File: config.mk
export PLATFORM = sky130hd
export DESIGN_NAME = vga_timing_gen
export DESIGN_NICKNAME = d
export VERILOG_FILES = /design/src/rtl/vga_timing_gen.sv
export SDC_FILE = /design/constraint.sdc
export NUM_CORES = 1
export LEC_CHECK = 0
export ABC_AREA = 1
export CORE_MARGIN = 1
export CORE_UTILIZATION = 39
export CTS_CLUSTER_SIZE = 10
export DETAILED_ROUTE_END_ITERATION = 10
export PLACE_DENSITY = 0.66
export SLEW_MARGIN = 25
export SYNTH_ARGS = -nofsm -noshare
export SYNTH_HDL_FRONTEND = slang
export SYNTH_SLANG_ARGS = --single-unit
File: constraint.sdc
create_clock -name clock50MHz -period 2.2 [get_ports clock50MHz]
set_input_delay 0.55 -clock clock50MHz [delete_from_list [all_inputs] [get_ports clock50MHz]]
set_output_delay 0.55 -clock clock50MHz [all_outputs]
set_load 0.03 [all_outputs]
File: src/rtl/vga_timing_gen.sv
// Parametrised VGA timing and pattern generator on a single clock, with a
// clock-enable prescaler setting the pixel rate.
module vga_timing_gen #(
  parameter int H_ACTIVE  = 640,
  parameter int H_FRONT   = 16,
  parameter int H_SYNC    = 96,
  parameter int H_BACK    = 48,
  parameter int V_ACTIVE  = 480,
  parameter int V_FRONT   = 10,
  parameter int V_SYNC    = 2,
  parameter int V_BACK    = 33,
  parameter int CLK_DIV   = 2,
  parameter int HSYNC_POL = 0,
  parameter int VSYNC_POL = 0,
  parameter int COLOR_W   = 4
) (
  input  logic               clock50MHz,
  input  logic               inReset,
  input  logic [1:0]         mode,
  input  logic [COLOR_W-1:0] inRed,
  input  logic [COLOR_W-1:0] inGreen,
  input  logic [COLOR_W-1:0] inBlue,
  output logic               hSync,
  output logic               vSync,
  output logic [COLOR_W-1:0] outRed,
  output logic [COLOR_W-1:0] outGreen,
  output logic [COLOR_W-1:0] outBlue,
  output logic [10:0]        pixelX,
  output logic [10:0]        pixelY,
  output logic               displayEnable,
  output logic               pixelTick,
  output logic               frameStart
);

  localparam int H_TOTAL = H_ACTIVE + H_FRONT + H_SYNC + H_BACK;
  localparam int V_TOTAL = V_ACTIVE + V_FRONT + V_SYNC + V_BACK;
  localparam int DIV_W   = (CLK_DIV > 1) ? $clog2(CLK_DIV) : 1;
  localparam int BAR_W   = (H_ACTIVE >= 8) ? H_ACTIVE / 8 : 1;

  localparam logic [DIV_W-1:0] DIV_LAST = DIV_W'(CLK_DIV - 1);
  localparam logic [10:0] H_LAST   = 11'(H_TOTAL - 1);
  localparam logic [10:0] V_LAST   = 11'(V_TOTAL - 1);
  localparam logic [10:0] H_ACT    = 11'(H_ACTIVE);
  localparam logic [10:0] V_ACT    = 11'(V_ACTIVE);
  localparam logic [10:0] HS_START = 11'(H_ACTIVE + H_FRONT);
  localparam logic [10:0] HS_END   = 11'(H_ACTIVE + H_FRONT + H_SYNC - 1);
  localparam logic [10:0] VS_START = 11'(V_ACTIVE + V_FRONT);
  localparam logic [10:0] VS_END   = 11'(V_ACTIVE + V_FRONT + V_SYNC - 1);
  localparam logic [10:0] BAR_DIV  = 11'(BAR_W);
  localparam logic HPOL = 1'(HSYNC_POL);
  localparam logic VPOL = 1'(VSYNC_POL);
  localparam logic [COLOR_W-1:0] FULL = '1;

  logic [DIV_W-1:0]   divCnt;
  logic [10:0]        hCnt, vCnt;
  logic [1:0]         activeMode;
  logic               tick, hWrap, vWrap, active, hsAct, vsAct;
  logic [10:0]        barQ;
  logic [2:0]         barIdx;
  logic [COLOR_W-1:0] nxtRed, nxtGreen, nxtBlue;

  assign tick   = (divCnt == DIV_LAST);
  assign hWrap  = (hCnt == H_LAST);
  assign vWrap  = (vCnt == V_LAST);
  assign active = (hCnt < H_ACT) && (vCnt < V_ACT);
  assign hsAct  = (hCnt >= HS_START) && (hCnt <= HS_END);
  assign vsAct  = (vCnt >= VS_START) && (vCnt <= VS_END);

  // Bar index saturates at 7 so the division remainder widens the last bar.
  always_comb begin
    nxtRed   = '0;
    nxtGreen = '0;
    nxtBlue  = '0;
    barQ     = hCnt / BAR_DIV;
    barIdx   = (barQ > 11'd7) ? 3'd7 : barQ[2:0];
    if (active) begin
      case (activeMode)
        2'b01: begin
          nxtRed   = barIdx[1] ? '0 : FULL;
          nxtGreen = barIdx[2] ? '0 : FULL;
          nxtBlue  = barIdx[0] ? '0 : FULL;
        end
        2'b10: begin
          if (!(hCnt[5] ^ vCnt[5])) begin
            nxtRed   = FULL;
            nxtGreen = FULL;
            nxtBlue  = FULL;
          end
        end
        default: begin
          nxtRed   = inRed;
          nxtGreen = inGreen;
          nxtBlue  = inBlue;
        end
      endcase
    end
  end

  always_ff @(posedge clock50MHz) begin
    if (!inReset) begin
      divCnt        <= '0;
      hCnt          <= '0;
      vCnt          <= '0;
      activeMode    <= 2'b00;
      hSync         <= ~HPOL;
      vSync         <= ~VPOL;
      outRed        <= '0;
      outGreen      <= '0;
      outBlue       <= '0;
      pixelX        <= '0;
      pixelY        <= '0;
      displayEnable <= 1'b0;
      pixelTick     <= 1'b0;
      frameStart    <= 1'b0;
    end else begin
      pixelTick <= tick;
      divCnt    <= tick ? '0 : divCnt + DIV_W'(1);
      if (tick) begin
        hCnt <= hWrap ? '0 : hCnt + 11'd1;
        if (hWrap) vCnt <= vWrap ? '0 : vCnt + 11'd1;
        // Mode only changes across a frame boundary so a frame never tears.
        if (hWrap && vWrap) activeMode <= mode;
        hSync         <= hsAct ? HPOL : ~HPOL;
        vSync         <= vsAct ? VPOL : ~VPOL;
        outRed        <= nxtRed;
        outGreen      <= nxtGreen;
        outBlue       <= nxtBlue;
        pixelX        <= hCnt;
        pixelY        <= vCnt;
        displayEnable <= active;
        frameStart    <= (hCnt == 11'd0) && (vCnt == 11'd0);
      end
    end
  end

endmodule

==> impl_metrics.ini, run 1 <==
[critical_path]
cp_slowest_cell = dfxtp_1
critical_path.top_delay_family = simple AND/OR/NAND/NOR gates
crit_path_start_kind = flop
crit_fanout = 4
cp-end-kind = flop
critPathMaxStageDelay_ps = 360
worstPathRequired_ps = 2440
crit_type = reg -> reg
path_cells = ha_1, nand2_1, nor2_4, nand4_1, nor2_2, inv_2, nor3_4, nand2_1, nor2_4, nand2_1, nor2_2, xor2_1, nor2_1
crit_buf_inv = 1
crit_path_frequent_cell = nand2_1
arrival_ps = 2220

[sta]
max_slew.worst_pin.slew_ps = 477.2
final_max_slew_viol_count = 0
max_freq_mhz = 505.1
finalClockSkew_ps = 9.771
grt_setup_unrepaired = false
fin_crit_ps = 1980
hold_violations = 0
relSlewSlack_pct = 67.89
final-setup-viol-count = 0
worst_slack_ps = 220.3
tns_ps = 0
fin_crit_sh_pct = 89.99

[detailed_routing]
num_vias = 2797
route.detailed.drc = 0
dr.pass1.iters = 4
drt_iter0_markers = 91
viasPerCell = 4.890
wire_per_inst_um = 12.89
drt-total-wl_um = 7373
ant_nets = 0

[power]
leakage_nw = 1.592
power_mw = 2.590
powerDensity_mw_per_mm2 = 658.4
ir_worst_vdd_uv = 479.9

[die]
start_util_pct = 40.45
die_area_mm2 = 0.007874
io_pins = 55
core_area_mm2 = 0.007253
num_rows = 31
die_w_um = 88.74
die_h_um = 88.74

[clock_network]
clkTransAtPathRegs_ps = 70
cts_hold_buffers = 0
cts_sinks = 64
clockRootBuffer = clkbuf_8
cts_tree = done
cts_inserted_buffers = 9
cts_buffer_depth = 2
cts-htree-levels = 3
clock_latency_ps = 340

[synth]
async_flop_share_pct = 0
synth-seq-cells = 64
yosys_warnings = 0
syn_inst = 397
synth.cell_area_mm2 = 0.002934
synth_ff_type = dfxtp_1
synthDistinctLibCells = 37
avgSynthCellArea_um2 = 7.391
syn_nets = 419
ys_seq_area_share_pct = 43.67
synth_edf_count = 0

[global_route]
grt_pass1_vias = 2606
grt-ovfl-total = 0
grt_antenna_before_repair = 0
grt_pass1_wl_um = 12280
grt_max_degree = 27
grt.total_usage_pct = 20.62

[outcome]
outcome = finished, final reports clean

[finish]
area_growth_pct = 34.07
drive_gt1_share_pct = 14.59
nets = 490
n_antenna_cell = 0

[place]
post-dp-hpwl_um = 5532
place_congestion = 0.9809
preCtsSetupSlack_ps = 162.3
port_buffers = 54

[job]
drv_cap = 0

[worst_hold_path]
hold_class = reg -> reg
## area by class of cell
| type | instances | area, µm² |
|---|---|---|
| clock buffers | 12 | 165.2 |
| clock inverters | 4 | 75.07 |
| fillers | 712 | 3319 |
| inverters | 46 | 172.7 |
| multi-input cells | 276 | 1444 |
| flip-flops and latches | 64 | 1285 |
| well taps | 99 | 123.9 |
| repair buffers | 71 | 668.1 |
## layer usage
| layer | routed length [µm] | global-route usage [%] | up-vias |
|---|---|---|---|
| met1 | 3403 | 25.62 | 1258 |
| met3 | 397 | 5.784 | 16 |
| met2 | 3392 | 33.50 | 75 |
| met5 | 0 | 0 | - |
| li1 | - | - | 1448 |
| met4 | 180 | 8.798 | 0 |
## metrics by stage
| stage | hold slack (ps) | utilization (%) | std cells | area (µm²) |
|---|---|---|---|---|
| final | 451.2 | 54.23 | 572 | 3934 |
| after global placement | 436.8 | 50.44 | 554 | 3659 |
| after detailed placement | 439.0 | 50.44 | 554 | 3659 |
| after CTS | 454.3 | 53.75 | 570 | 3899 |
| after global routing | 473.0 | 54.23 | 572 | 3934 |
| after floorplan | 467.1 | - | 397 | 2934 |
## power by group
part           switching, mW  leakage [nW]  internal [mW]
Sequential            0.0130         0.520           1.18
Combinational          0.118         0.957         0.0877
Clock                  0.457         0.115          0.731
## flip-flops by register name, indices dropped and copies added (netlist names)
register       flops
pixelX            11
pixelY            11
displayEnable      1
activeMode         2
hSync              1
outBlue            4
outGreen           4
pixelTick          1
frameStart         1
vSync              1
vCnt              11
hCnt              11
divCnt             1
outRed             4
## Yosys cell counts, types with 3 or more instances
| cell | instances | share of area (%) |
|---|---|---|
| a21oi_1 | 11 | 1.9 |
| o21ai_0 | 36 | 6.1 |
| ha_1 | 6 | 2.6 |
| nand3_2 | 4 | 1.4 |
| xor2_1 | 6 | 1.8 |
| o211ai_1 | 4 | 1.0 |
| nand4_1 | 7 | 1.5 |
| dfxtp_1 | 64 | 44 |
| nand2_1 | 91 | 12 |
| nor3_1 | 18 | 3.1 |
| inv_1 | 38 | 4.9 |
| nor2_2 | 3 | 0.64 |
| a211oi_1 | 3 | 0.77 |
| nand2_2 | 6 | 1.3 |
| nor4_1 | 4 | 0.85 |
| clkbuf_1 | 7 | 0.90 |
| inv_2 | 8 | 1.0 |
| nor2_1 | 45 | 5.8 |
| nand3_1 | 13 | 2.2 |
## cells by family after synthesis
| family | share of synthesized area, % |
|---|---|
| AND/OR/NAND/NOR | 31.47 |
| AO/OA/AOI/OAI | 12.75 |
| flip-flops | 43.67 |
| buffers and inverters | 7.762 |
| XOR/XNOR | 1.791 |
| adder cells (fa/ha/maj) | 2.559 |
## path summary, 6_finish.rpt
path / endpoint / from / slack, ps / cells past startpoint
setup / recovery: vCnt[10] / hCnt[0] / 220 / 13
hold / removal: outRed[3] / outRed[3] / 450 / 2
setup reg to reg: vCnt[10] / hCnt[0] / 220 / 13
hold reg to reg: outRed[3] / outRed[3] / 450 / 2
## cell usage in the layout, fill, tap and decap left out, drive strengths merged
master	n
a211oi	3
a21oi	13
a2bb2oi	1
a31oi	1
a32o	1
a41oi	1
buf	17
bufinv	2
clkbuf	12
clkdlybuf4s50	54
clkinvlp	2
dfxtp	64
ha	6
inv	46
nand2	99
nand3	17
nand4	8
nor2	50
nor3	20
nor3b	2
nor4	4
o211ai	4
o21ai	37
o22ai	1
o31ai	1
o41ai	1
xor2	6
## what timing repair did
action                                  4_1_cts  5_1_grt
endpoints found under the setup margin        0       10
setup buffers                                 0        2
resized for setup                             0        7
## worst min-delay path: stages (launching register included)
cell and delay [ps]:
dfxtp_1 310, nand2_1 60, nand2_1 40
Power figures use the tool's default switching activity.
==> inputs of run 2 (changes only) <==
--- a/config.mk
+++ b/config.mk
@@ -10,7 +10,7 @@
 export CORE_UTILIZATION = 39
 export CTS_CLUSTER_SIZE = 10
 export DETAILED_ROUTE_END_ITERATION = 10
-export PLACE_DENSITY = 0.66
+export PLACE_DENSITY = 0.59
 export SLEW_MARGIN = 25
 export SYNTH_ARGS = -nofsm -noshare
 export SYNTH_HDL_FRONTEND = slang
==> constraint.sdc (replaced) <==
create_clock -name clock50MHz -period 2.2 [get_ports clock50MHz]
set_input_delay 0.66 -clock clock50MHz [delete_from_list [all_inputs] [get_ports clock50MHz]]
set_output_delay 0.66 -clock clock50MHz [all_outputs]
set_load 0.03 [all_outputs]
==> run 2 against run 1 <==
Global-route usage is 0.075 points higher. Clock power is 13% lower. Cell area is 0.54% lower. Routed wire length is 2.8% higher. Non-clock buffer count is 1 lower. Worst setup slack worse by 93 ps. Critical endpoint is now hSync. Maximum frequency is 4.5% lower. First-iteration DRC count is 58% higher.
==> impl_metrics.ini, run 2 (synthesis results as in run 1) <==
[global_route]
grt_pass1_wl_um = 12200
grt_max_degree = 26
grt_pass1_vias = 2523
grt_antenna_before_repair = 0
grt.total_usage_pct = 20.69
grt-ovfl-total = 0

[critical_path]
cp_slowest_cell = clkdlybuf4s50_1
crit_buf_inv = 1
critical_path.top_delay_family = buffers and inverters
worstPathRequired_ps = 1540
crit_fanout = 2
critPathMaxStageDelay_ps = 690
crit_type = reg -> out
crit_path_start_kind = flop
path_cells = clkdlybuf4s50_1
cp-end-kind = primary output
arrival_ps = 1410

[die]
start_util_pct = 40.45
num_rows = 31
die_area_mm2 = 0.007874
core_area_mm2 = 0.007253
die_w_um = 88.74
die_h_um = 88.74
io_pins = 55

[sta]
fin_crit_ps = 2072
hold_violations = 0
relSlewSlack_pct = 72.07
finalClockSkew_ps = 6.794
final-setup-viol-count = 0
worst_slack_ps = 127.5
grt_setup_unrepaired = true
whs_ps = 448.2
max_freq_mhz = 482.5
tns_ps = 0
fin_crit_sh_pct = 94.20
max_slew.worst_pin.slew_ps = 415.1
final_max_slew_viol_count = 0

[clock_network]
cts_sinks = 64
cts_inserted_buffers = 9
clockRootBuffer = clkbuf_8
cts_hold_buffers = 0
clock_latency_ps = 340
cts_tree = done
cts-htree-levels = 3
clkTransAtPathRegs_ps = 70
cts_buffer_depth = 2

[place]
place_congestion = 0.8648
preCtsSetupSlack_ps = 137.9
port_buffers = 54
post-dp-hpwl_um = 5607
place_area_mm2 = 0.003671

[power]
ir_worst_vdd_uv = 350.9
powerDensity_mw_per_mm2 = 625.6
power_mw = 2.448
leakage_nw = 1.585

[finish]
area_growth_pct = 33.35
multi_input_area_mm2 = 0.001449
final_common_cell = nand2_1
nets = 489
fillers = 731
seqCellArea_mm2 = 0.001289
layout_common_cells = 90 x nand2_1, 60 x dfxtp_1, 54 x clkdlybuf4s50_1
n_antenna_cell = 0
fin_area_mm2 = 0.003913
drive_gt1_share_pct = 14.65

[detailed_routing]
drt_iter0_markers = 144
dr.pass1.iters = 4
wire_per_inst_um = 13.30
viasPerCell = 4.835
num_vias = 2756
drt-total-wl_um = 7581
route.detailed.drc = 0
ant_nets = 0

[job]
drv_cap = 0

[outcome]
outcome = finished, final reports clean

[worst_hold_path]
hold_class = reg -> reg
## run 2: metal layers
metal	share of wire, %	global-route usage, %	routed length (µm)	vias to the layer above
li1	-	-	-	1436
met1	48	27.43	3602	1219
met2	45	33.22	3397	91
met3	6.5	3.918	490	10
met4	1.2	8.211	91	0
met5	0	0	0	-
## run 2: final cells by class
type | instances | area share (%)
flip-flops and latches | 64 | 32.94
clock inverters | 3 | 1.023
repair buffers | 70 | 17.21
clock buffers | 12 | 4.221
well taps | 99 | 3.166
multi-input cells | 276 | 37.03
inverters | 46 | 4.413
## run 2: repair_timing
action,CTS,global route
buffers inserted,0,1
gates resized for setup,0,11
setup endpoints to repair,0,9
## run 2: path summary, 6_finish.rpt
kind	from	endpoint	slack, ps	cells past startpoint
max	hSync	hSync	130	1
max reg2reg	hCnt[0]	vCnt[10]	210	13
min reg2reg	outRed[3]	outRed[3]	450	2
min	outRed[3]	outRed[3]	450	2
## run 2: power by group
group	switching [mW]	internal (mW)
clock	0.438	0.606
combinational	0.118	0.0905
sequential	0.0125	1.18
total	0.569	1.88
## run 2: per-stage QoR
step	util, %	std cells
2_1_floorplan	-	397
3_3_place_gp	50.61	554
3_5_place_dp	50.61	554
6_report	53.94	570
5_1_grt	53.94	570
4_1_cts	53.44	569
==> inputs of run 3 (changes only) <==
--- a/config.mk
+++ b/config.mk
@@ -10,6 +10,7 @@
 export CORE_UTILIZATION = 39
 export CTS_CLUSTER_SIZE = 10
 export DETAILED_ROUTE_END_ITERATION = 10
+export GPL_TIMING_DRIVEN = 0
 export PLACE_DENSITY = 0.59
 export SLEW_MARGIN = 25
 export SYNTH_ARGS = -nofsm -noshare
==> run 3 against run 2 <==
Sequential share of layout area increased by 0.46 points. Combinational power shrank 4%. Via count is 0.54% higher. Die area unchanged. Sequential power about the same. Clock skew up 2.5 ps. Critical path depth grew 5. Non-clock buffer count fell by 1. First-iteration DRC count down 24%. Count of clock-buffer cells in the layout rose by 1. Cell area fell by 1.8%. Routed wire length up 0.41%.
==> impl_metrics.ini, run 3 (synthesis results as in run 1) <==
[sta]
tns_ps = 0
max_slew.worst_pin.slew_ps = 464.9
hold_violations = 0
grt_setup_unrepaired = true
relSlewSlack_pct = 69.00
fin_crit_ps = 2074
max_freq_mhz = 482.2
final_max_slew_viol_count = 0
final-setup-viol-count = 0
finalClockSkew_ps = 9.254
fin_crit_sh_pct = 94.26

[finish]
drive_gt1_share_pct = 13.40
fin_area_mm2 = 0.003844
layout_common_cells = 90 x nand2_1, 62 x dfxtp_1, 54 x clkdlybuf4s50_1
n_antenna_cell = 0
final_common_cell = nand2_1
fillers = 733
area_growth_pct = 31.00
nets = 488

[clock_network]
cts_tree = done
clockRootBuffer = clkbuf_8
cts_sinks = 64
clock_latency_ps = 350
cts_inserted_buffers = 9
cts-htree-levels = 3
cts_buffer_depth = 2
cts_hold_buffers = 0
clkTransAtPathRegs_ps = 70

[outcome]
outcome = finished, final reports clean

[critical_path]
arrival_ps = 2330
crit_buf_inv = 3
crit_fanout = 10
cp-end-kind = flop
cp_slowest_cell = clkdlybuf4s50_1
worstPathRequired_ps = 2460
critPathMaxStageDelay_ps = 640
path_cells = clkdlybuf4s50_1, inv_2, nor2_2, clkbuf_2, nand2_1, o21ai_0
critical_path.top_delay_family = buffers and inverters
crit_type = in -> reg
crit_path_start_kind = input port

[die]
die_w_um = 88.74
die_area_mm2 = 0.007874
io_pins = 55
num_rows = 31
die_h_um = 88.74
core_area_mm2 = 0.007253
start_util_pct = 40.45

[place]
place_area_mm2 = 0.003598
port_buffers = 54
place_congestion = 0.8424
post-dp-hpwl_um = 5580

[power]
switchingPower_mw = 0.5842
powerDensity_mw_per_mm2 = 617.4
p_int_mw = 1.789
ir_worst_vdd_uv = 360.8
p_comb_share_pct = 8.5
leakage_nw = 1.550
p_sw_share_pct = 24.61
seqPwrFrac_pct = 50.4
clock_power_share_pct = 41.1

[detailed_routing]
ant_nets = 0
route.detailed.drc = 0
drt_iter0_markers = 109
wire_per_inst_um = 13.38
num_vias = 2771
viasPerCell = 4.870
drt-total-wl_um = 7612
dr.pass1.iters = 4

[global_route]
grt-ovfl-total = 0
grt.total_usage_pct = 21.13
grt_pass1_vias = 2487
grt_pass1_wl_um = 12330
grt_max_degree = 11
grt_antenna_before_repair = 0

[job]
drv_cap = 0

[worst_hold_path]
hold_class = reg -> reg
==> run 3: cell type report <==
class / count / area (µm²) / share of cell area, %
multi-input cells: 276 / 1441 / 37.50
inverters: 46 / 172.7 / 4.492
repair buffers: 58 / 570.5 / 14.84
plain buffers: 11 / 60.06 / 1.562
well taps: 99 / 123.9 / 3.223
clock buffers: 13 / 178.9 / 4.655
clock inverters: 2 / 12.51 / 0.3255
flip-flops and latches: 64 / 1284 / 33.40
==> run 3: power groups by stage <==
stage	clock, mW	sequential [mW]	combinational [mW]
after global routing	1.04	1.20	0.219
after floorplan	0	1.26	0.0598
after detailed placement	0	1.22	0.199
after global placement	0	1.22	0.199
final	0.976	1.20	0.201
after CTS	0.994	1.20	0.202
==> run 3: timing repair <==
item                       in CTS  in global routing
pin swaps                       0                  5
resized for setup               5                  8
setup buffers                   0                  4
setup endpoints to repair      30                 27
==> run 3: worst paths after layout <==
| kind | startpoint | endpoint | slack (ps) | depth (start not counted) |
|---|---|---|---|---|
| worst max register to register | hCnt[0] | vCnt[10] | 140 | 13 |
| worst min register to register | outRed[1] | outRed[1] | 450 | 2 |
| worst max-delay path | inReset | pixelX[5] | 130 | 6 |
| worst min-delay path | outRed[1] | outRed[1] | 450 | 2 |
==> run 3: worst register-to-register path: cells and delay by family, from the launching register on <==
kind,cells,cell delay (ps)
xor+xnor,1,140
fa+ha+maj,1,160
buf+inv,1,80
flops,1,340
simple gates,10,1230
==> run 3: stage by stage <==
step	worst slack [ps]	power [mW]	instances	utilization [%]	hold WS (ps)
3_5_place_dp	-596.2	1.421	550	49.61	438.2
6_report	126.3	2.373	569	52.99	449.0
4_1_cts	16.16	2.391	565	52.35	452.7
3_3_place_gp	-546.6	1.420	550	49.61	431.4
5_1_grt	-61.10	2.457	569	52.99	460.7
2_1_floorplan	331.2	1.323	397	-	467.1
==> run 3: per-layer routing <==
| metal | up-vias | wire [µm] | track usage, % |
|---|---|---|---|
| li1 | 1442 | - | - |
| met1 | 1259 | 3769 | 28.32 |
| met2 | 61 | 3331 | 33.36 |
| met3 | 9 | 408 | 5.131 |
| met4 | 0 | 103 | 7.038 |
| met5 | - | 0 | 0 |
